<file path="config.mk">
export PLATFORM = sky130hd
export DESIGN_NAME = input_byte_sequencer
export DESIGN_NICKNAME = d
export VERILOG_FILES = /design/src/rtl/input_byte_sequencer.sv
export SDC_FILE = /design/constraint.sdc
export NUM_CORES = 1
export LEC_CHECK = 0
export BUFFER_PORTS_ARGS = -buffer_cell sky130_fd_sc_hd__buf_4
export CAP_MARGIN = 20
export CORE_MARGIN = 2
export CORE_UTILIZATION = 55
export DETAILED_ROUTE_END_ITERATION = 12
export GPL_TIMING_DRIVEN = 0
export PLACE_DENSITY = 0.89
export SLEW_MARGIN = 20
export SYNTH_ARGS = -nofsm -noshare
export SYNTH_HDL_FRONTEND = slang
export SYNTH_SLANG_ARGS = --single-unit
</file>
<file path="constraint.sdc">
create_clock -name din_clk -period 2.57 [get_ports din_clk]
set_clock_uncertainty 0.05 [all_clocks]
set_input_delay 0.257 -clock din_clk [delete_from_list [all_inputs] [get_ports din_clk]]
set_output_delay 0.257 -clock din_clk [all_outputs]
set_load 0.01 [all_outputs]
</file>
<file path="src/rtl/input_byte_sequencer.sv">
// Serialises 32-bit host words into one byte per clock for the ping-pong
// pre-data stage, pulsing a bank switch after every ROW_BYTES bytes.
//
// Ports:
//   din_clk, rst_n (sync, active-low), en (global enable)
//   i_start            start one frame of ROWS rows (sampled in IDLE)
//   i_word/i_word_vld  input word, byte 0 = i_word[7:0] goes out first
//   o_word_rdy         word taken when i_word_vld && o_word_rdy
//   o_data_din/_vld    serial byte stream
//   o_switch_pingpong  one-cycle pulse per completed row
//   o_busy             high outside IDLE
//   o_frame_done       one-cycle pulse at frame end
//   o_row_cnt          completed rows in the current frame
module input_byte_sequencer #(
  parameter int ROW_BYTES = 34,
  parameter int ROWS      = 16
) (
  input  logic                      din_clk,
  input  logic                      rst_n,
  input  logic                      en,
  input  logic                      i_start,
  input  logic [31:0]               i_word,
  input  logic                      i_word_vld,
  output logic                      o_word_rdy,
  output logic [7:0]                o_data_din,
  output logic                      o_data_din_vld,
  output logic                      o_switch_pingpong,
  output logic                      o_busy,
  output logic                      o_frame_done,
  output logic [$clog2(ROWS+1)-1:0] o_row_cnt
);

  localparam int WORDS_TOTAL = (ROW_BYTES * ROWS + 3) / 4;
  localparam int BW = $clog2(ROW_BYTES);
  localparam int RW = $clog2(ROWS + 1);
  localparam int WW = $clog2(WORDS_TOTAL + 1);

  typedef enum logic [1:0] {
    IDLE,
    STREAM,
    SWITCH,
    DONE
  } state_t;

  state_t        state;
  logic [31:0]   byte_buf;
  logic [2:0]    buf_cnt;
  logic [BW-1:0] byte_cnt;
  logic [WW-1:0] word_cnt;

  logic emit;
  logic take;
  logic row_end;
  logic last_row;
  logic in_frame;
  logic need_word;
  logic buf_free;

  assign emit     = en && (state == STREAM)
                    && (buf_cnt != 3'd0);
  assign in_frame = (state == STREAM)
                    || (state == SWITCH);
  assign need_word = word_cnt < WW'(WORDS_TOTAL);
  // A new word may land on the same edge the last
  // buffered byte leaves, keeping the stream gapless.
  assign buf_free = (buf_cnt == 3'd0)
                    || ((buf_cnt == 3'd1) && emit);

  assign o_word_rdy = en && in_frame
                      && need_word && buf_free;
  assign take     = o_word_rdy && i_word_vld;
  assign row_end  = byte_cnt == BW'(ROW_BYTES - 1);
  assign last_row = o_row_cnt == RW'(ROWS - 1);

  always_ff @(posedge din_clk) begin
    if (!rst_n) begin
      state             <= IDLE;
      byte_buf          <= '0;
      buf_cnt           <= '0;
      byte_cnt          <= '0;
      word_cnt          <= '0;
      o_data_din        <= 8'h00;
      o_data_din_vld    <= 1'b0;
      o_switch_pingpong <= 1'b0;
      o_busy            <= 1'b0;
      o_frame_done      <= 1'b0;
      o_row_cnt         <= '0;
    end else begin
      o_data_din_vld    <= 1'b0;
      o_switch_pingpong <= 1'b0;
      o_frame_done      <= 1'b0;

      if (take) begin
        byte_buf <= i_word;
        buf_cnt  <= 3'd4;
        word_cnt <= word_cnt + WW'(1);
      end else if (emit) begin
        byte_buf <= {8'h00, byte_buf[31:8]};
        buf_cnt  <= buf_cnt - 3'd1;
      end

      if (emit) begin
        o_data_din     <= byte_buf[7:0];
        o_data_din_vld <= 1'b1;
        byte_cnt       <= byte_cnt + BW'(1);
      end

      if (en) begin
        unique case (state)
          IDLE: begin
            if (i_start) begin
              state     <= STREAM;
              o_busy    <= 1'b1;
              byte_cnt  <= '0;
              word_cnt  <= '0;
              buf_cnt   <= '0;
              o_row_cnt <= '0;
            end else begin
              o_busy <= 1'b0;
            end
          end
          STREAM: begin
            if (emit && row_end) begin
              state <= SWITCH;
            end
          end
          SWITCH: begin
            o_switch_pingpong <= 1'b1;
            o_row_cnt <= o_row_cnt + RW'(1);
            byte_cnt  <= '0;
            state     <= last_row ? DONE : STREAM;
          end
          DONE: begin
            // Tail bytes past the frame are dropped.
            o_frame_done <= 1'b1;
            buf_cnt      <= '0;
            state        <= IDLE;
          end
          default: state <= IDLE;
        endcase
      end
    end
  end

endmodule

</file>
# --- After elaboration in Yosys (flattened, before gate mapping) ---
# Index checks and enable logic that the tools add are counted.
word_totals:
  in_bits: 37
  elab_cells: 68
  n_memories: 0
  ram_bits: 0
  regBits: 68
  romBits: 0
  latchBits: 0
classes:
  n_mul: 0
  n_reduce_logical: 19
  shifts: 0
  div: 0
  muxes: 25
  n_bitwise: 0
  magnitude_cmp: 1
  n_eq_ne: 8
  n_addsub: 4
ops:
  columns: ["operator", "n"]
  rows:
  - ["32-bit two-way mux", 2]
  - ["8-bit two-way mux", 4]
  - ["6-bit two-way mux", 3]
  - ["3-bit two-way mux", 4]
  - ["6-bit one-hot mux with 2 select lines", 1]
  - ["5-bit one-hot mux with 2 select lines", 1]
  - ["8-bit by 1-bit adder with 8-bit output (second input constant)", 1]
  - ["1-bit logical AND", 8]
  - ["8-bit < comparator (second input constant)", 1]
  - ["2-bit one-hot mux with 4 select lines", 1]
  - ["6-bit by 1-bit adder with 6-bit output (second input constant)", 1]
  - ["6-bit == test (second input constant)", 1]
  - ["2-bit two-way mux", 3]
  - ["3-bit one-hot mux with 2 select lines", 1]
  - ["3-bit AND reduction", 2]
  - ["5-bit by 1-bit adder with 5-bit output (second input constant)", 1]
  - ["5-bit by 4-bit == test with 1-bit output (second input constant)", 1]
  - ["5-bit two-way mux", 1]
  - ["2-bit == test (second input constant)", 2]
  - ["1-bit two-way mux", 4]
  - ["2-bit AND reduction", 2]
  - ["2-bit nonzero test", 2]
  - ["3-bit by 1-bit == test with 1-bit output (second input constant)", 1]
  - ["3-bit zero test", 1]
  - ["other kinds (7)", 8]

# --- Depth between registers and ports, before layout ---
depth:
  ltp_word: 11
  depth_mapped: 8
  mapped_depth_nobuf: 6

# --- Least setup slack after synthesis ---
# No wires, ideal clock.
synth_timing:
  kind: "flip-flop to flip-flop"
  startpoint: "register state[0]"
  endpoint: "register word_cnt[5]"
  n_path_buf: 2
  period_less_slack_ps: 1994
  setup_time_ps: 128
  path_stages_with_launch: 9
  arrival_ps: 1816
  setup_slack_ps: 576
  cell_sequence: "dfxtp_1 inv_1 ha_1 nand4b_1 or3_2 clkbuf_1 buf_2 o21ai_0 a21oi_1"
synth_via:
  elab_chain_len: 11
synth_rtl:
  columns: ["element", "line_no", "rtl"]
  rows:
  - ["start, declared", "45", "state_t state;"]
  - ["start signal, assigned", "131", "state <= last_row ? DONE : STREAM;"]
  - ["2-bit by 1-bit == test with 1-bit output", "59, 61", null]
  - ["1-bit logical AND", "59", "assign emit = en && (state == STREAM)"]
  - ["1-bit logical AND", "60", "&& (buf_cnt != 3'd0);"]
  - ["1-bit logical AND", "67", "|| ((buf_cnt == 3'd1) && emit);"]
  - ["1-bit logical OR", "67", null]
  - ["1-bit logical AND", "70", "&& need_word && buf_free;"]
  - ["1-bit logical AND", "71", "assign take = o_word_rdy && i_word_vld;"]
  - ["8-bit two-way mux", "93", "if (take) begin"]
  - ["8-bit two-way mux", "111", "if (i_start) begin"]
  - ["8-bit two-way mux", "109", "unique case (state)"]
  - ["8-bit two-way mux *", "108", "if (en) begin"]
  - ["end signal, assigned", "96", "word_cnt <= word_cnt + WW'(1);"]
  - ["end, declared", "49", "logic [WW-1:0] word_cnt;"]
# Every way passes the cells marked *; elsewhere a longest branch is shown, timed or not.
# A chain may end at the register's enable or synchronous reset.

# --- Worst setup path after layout ---
layout_timing:
  startpoint: "register buf_cnt[0]"
  endpoint: "register byte_buf[9]"
layout_via:
  elab_chain_len: 7
layout_rtl:
  columns: ["element", "line_no", "rtl"]
  rows:
  - ["start, declared", "47", "logic [2:0] buf_cnt;"]
  - ["start signal, assigned", "99", "buf_cnt <= buf_cnt - 3'd1;"]
  - ["3-bit nonzero test", "60", null]
  - ["1-bit logical AND", "60", null]
  - ["1-bit logical AND", "67", null]
  - ["1-bit logical OR", "67", null]
  - ["1-bit logical AND", "70", null]
  - ["1-bit logical AND", "71", null]
  - ["32-bit two-way mux or 2-bit nonzero test (tied branches)", null, null]
  - ["end signal, assigned", "94", "byte_buf <= i_word;"]
  - ["end signal, assigned", "98", "byte_buf <= {8'h00, byte_buf[31:8]};"]
  - ["end, declared", "46", "logic [31:0] byte_buf;"]
# Several ways; a longest one is shown, not always the timed one.

==> results.py <==
metrics = {
    "synthesis": {
        "synth_warnings": 0,
        "synth_adder_area_share": 0.05008,
        "synth.largest_area_cell": "dfxtp_1",
        "synth_seq_area_share": 0.4541,
        "synth_edf_count": 0,
        "synth_area_leaders": "dfxtp_1 (45%), mux2i_1 (8.0%), a211oi_1 (6.5%)",
        "ys_async_sr_fraction": 0,
        "yosysUniqueCellTypes": 41,
        "synth_compound_area_frac": 0.1361,
        "synth_top_family_by_area": "simple AND/OR/NAND/NOR gates",
        "syn_inst": 338,
        "synthXorXnorAreaFrac": 0.03506,
        "netlist_area_um2": 2998,
        "yosys.area_share.simple": 0.2049,
        "synth_fp_nets": 387,
        "muxShareOfSynthArea": 0.08389,
        "synthFlopType": "dfxtp_1",
        "synth-seq-cells": 68,
        "avgSynthCellArea_um2": 8.869,
        "synth_top_cell_area_share": 0.4541,
    },
    "worst_setup_path": {
        "worstPathRequired_ns": 2.73,
        "worstSetupEndpointType": "register",
        "critical_path_class": "reg -> reg",
        "critPathLaunchType": "register",
        "cp_max_fo": 10,
        "crit_arrival_ns": 2.56,
    },
    "sta": {
        "fmax_ghz": 0.4179,
        "post-route-period-util": 0.9310,
        "setup_violations": 0,
        "relSlewSlack": 0.5520,
        "hold_viol_final": 0,
        "setup-tns-final_ns": 0,
        "slew_violations": 0,
        "grt_setup_unrepaired": "false",
        "period_needed_ns": 2.393,
        "final.setup.worst_slack_ns": 0.1772,
        "worst_pin_slew_ns": 0.6712,
    },
    "floorplan": {
        "chipHeight_um": 77.83,
        "core-area_um2": 5172,
        "start_util": 0.5796,
        "die-width_um": 77.83,
        "io_pins": 55,
        "die_area_um2": 6058,
        "row_count": 26,
    },
    "place": {
        "dp_slack_ns": 0.1733,
        "io_buffers": 54,
        "gp_congestion": 0.8214,
        "dp.cells": 462,
        "hpwl_mm": 5.282,
    },
    "grt": {
        "grt-ovfl-total": 0,
        "grt_antenna_before_repair": 0,
        "grt_max_degree": 14,
        "grt_pass1_vias": 2684,
        "track_usage": 0.2588,
        "grt_pass1_wl_mm": 12.30,
    },
    "cts": {
        "path_clk_slew_ns": 0.08,
        "htree_num_levels": 3,
        "tritoncts": "done",
        "cts_sinks": 68,
        "clk_path_buf_depth": 2,
        "hold_buffers": 0,
        "clockRootBuffer": "clkbuf_8",
        "ctsResizeCount": 0,
        "numCtsBuffers": 9,
        "clk_latency_ns": 0.34,
        "postCtsSetupBuffers": 0,
    },
    "power": {
        "cellLeakagePower_nw": 1.439,
        "irDropWorstVdd_mv": 0.3863,
        "power_density_nw_per_um2": 593.8,
    },
    "routing": {
        "post_drt_wl_per_cell_um": 15.74,
        "drt-vias-per-instance": 5.699,
        "drcViolationCount": 0,
        "drt_iter0_drc": 124,
        "vias": 2724,
        "first_pass_iters": 4,
        "wl_mm": 7.524,
        "drtAntennaViolNets": 0,
    },
    "final_layout": {
        "area_growth_pct": 23.37,
        "diodes": 0,
        "final_nets": 452,
        "layout.cells.non_filler": 478,
        "drive_above_1_share": 0.2059,
    },
    "flow_run": {
        "maxCapViolCount": 0,
    },
    "status": {
        "status": "complete, no violations",
    },
    "worst_hold_path": {
        "hp-class": "in -> reg",
    },
}
[cells in the mapped netlist (2+ instances only)]
master     n
nor4b_1    2
mux2i_1   24
nand2_1   42
and3_1     5
a21oi_1   26
xor2_1     5
a211oi_1  26
a31oi_1    2
or3_2      2
nand4b_1   3
ha_1      12
nor4_1     2
buf_2      5
nor3_1     4
nand3_1   19
inv_1      7
nor2_1    37
o21ai_0    4
or4_1      2
clkbuf_1  14
dfxtp_1   68
nand2b_1   2
xnor2_1    7
[worst max-delay path, stage by stage, from the launching register on]
cell	delay [ns]
dfxtp_1	0.37
inv_1	0.09
ha_1	0.24
nor2b_1	0.19
nor2_2	0.53
buf_2	0.42
mux2i_1	0.27
a211oi_1	0.10
[final timing paths]
check,endpoint,depth (start not counted),startpoint,slack (ns)
hold / removal,byte_buf[29],3,i_word[29],0.11
hold reg to reg,o_data_din[2],2,o_data_din[2],0.41
setup / recovery,byte_buf[9],7,buf_cnt[0],0.18
setup reg to reg,byte_buf[9],7,buf_cnt[0],0.18
[final cells by class]
| type | instances | area, µm² |
|---|---|---|
| Buffer | 19 | 78.83 |
| Fill cell | 377 | 1474 |
| Multi-Input combinational cell | 243 | 1535 |
| Sequential cell | 68 | 1361 |
| Tap cell | 70 | 87.58 |
| Clock buffer | 9 | 123.9 |
| Inverter | 8 | 30.03 |
| Clock inverter | 7 | 76.32 |
| Timing Repair Buffer | 54 | 405.4 |
[placed cells by master (no fill, tap or decap), types with 9 or more instances in the layout]
cell	instances
clkbuf_8	9
ha_1	12
dfxtp_1	68
buf_4	54
nand3_1	19
nand2_1	42
clkbuf_1	13
mux2i_1	24
a21oi_1	26
a211oi_1	26
nor2_1	37
[per-layer routing]
layer  up-vias  share of wire  GRT usage
met1      1286           0.42     0.3074
li1       1324              -          -
met2        84           0.50     0.4466
met4         0          0.039     0.1339
met5         -              0          0
met3        30          0.037    0.04302
[power by group]
| group | internal [W] | leakage, nW | switching, W |
|---|---|---|---|
| sequential | 0.00108 | 0.550 | 0.0000229 |
| combinational | 0.0000903 | 0.793 | 0.000114 |
| clock | 0.000453 | 0.0958 | 0.000433 |
| total | 0.00163 | 1.44 | 0.000569 |
[per-stage QoR]
stage          instance area, µm²  utilization  power (W)  hold slack [ns]
2_1_floorplan                2998            -   0.001237           0.3430
3_3_place_gp                 3491       0.6749   0.001316           0.3930
3_5_place_dp                 3491       0.6749   0.001327           0.3988
4_1_cts                      3691       0.7136   0.002193           0.1080
5_1_grt                      3699       0.7150   0.002271           0.1034
6_report                     3699       0.7150   0.002196           0.1084
[registers in the layout, indices dropped and copies added, names as in the netlist, 2 cells and up]
register    flops
byte_buf       32
o_data_din      8
word_cnt        8
byte_cnt        6
o_row_cnt       5
buf_cnt         3
state           2
[cell families after synthesis]
group | count (synthesis)
multiplexers | 25
flip-flops | 68
AND/OR/NAND/NOR | 130
AO/OA/AOI/OAI | 64
adder cells (fa/ha/maj) | 12
buffers and inverters | 27
XOR/XNOR | 12
(Power assumes the default switching activity.)
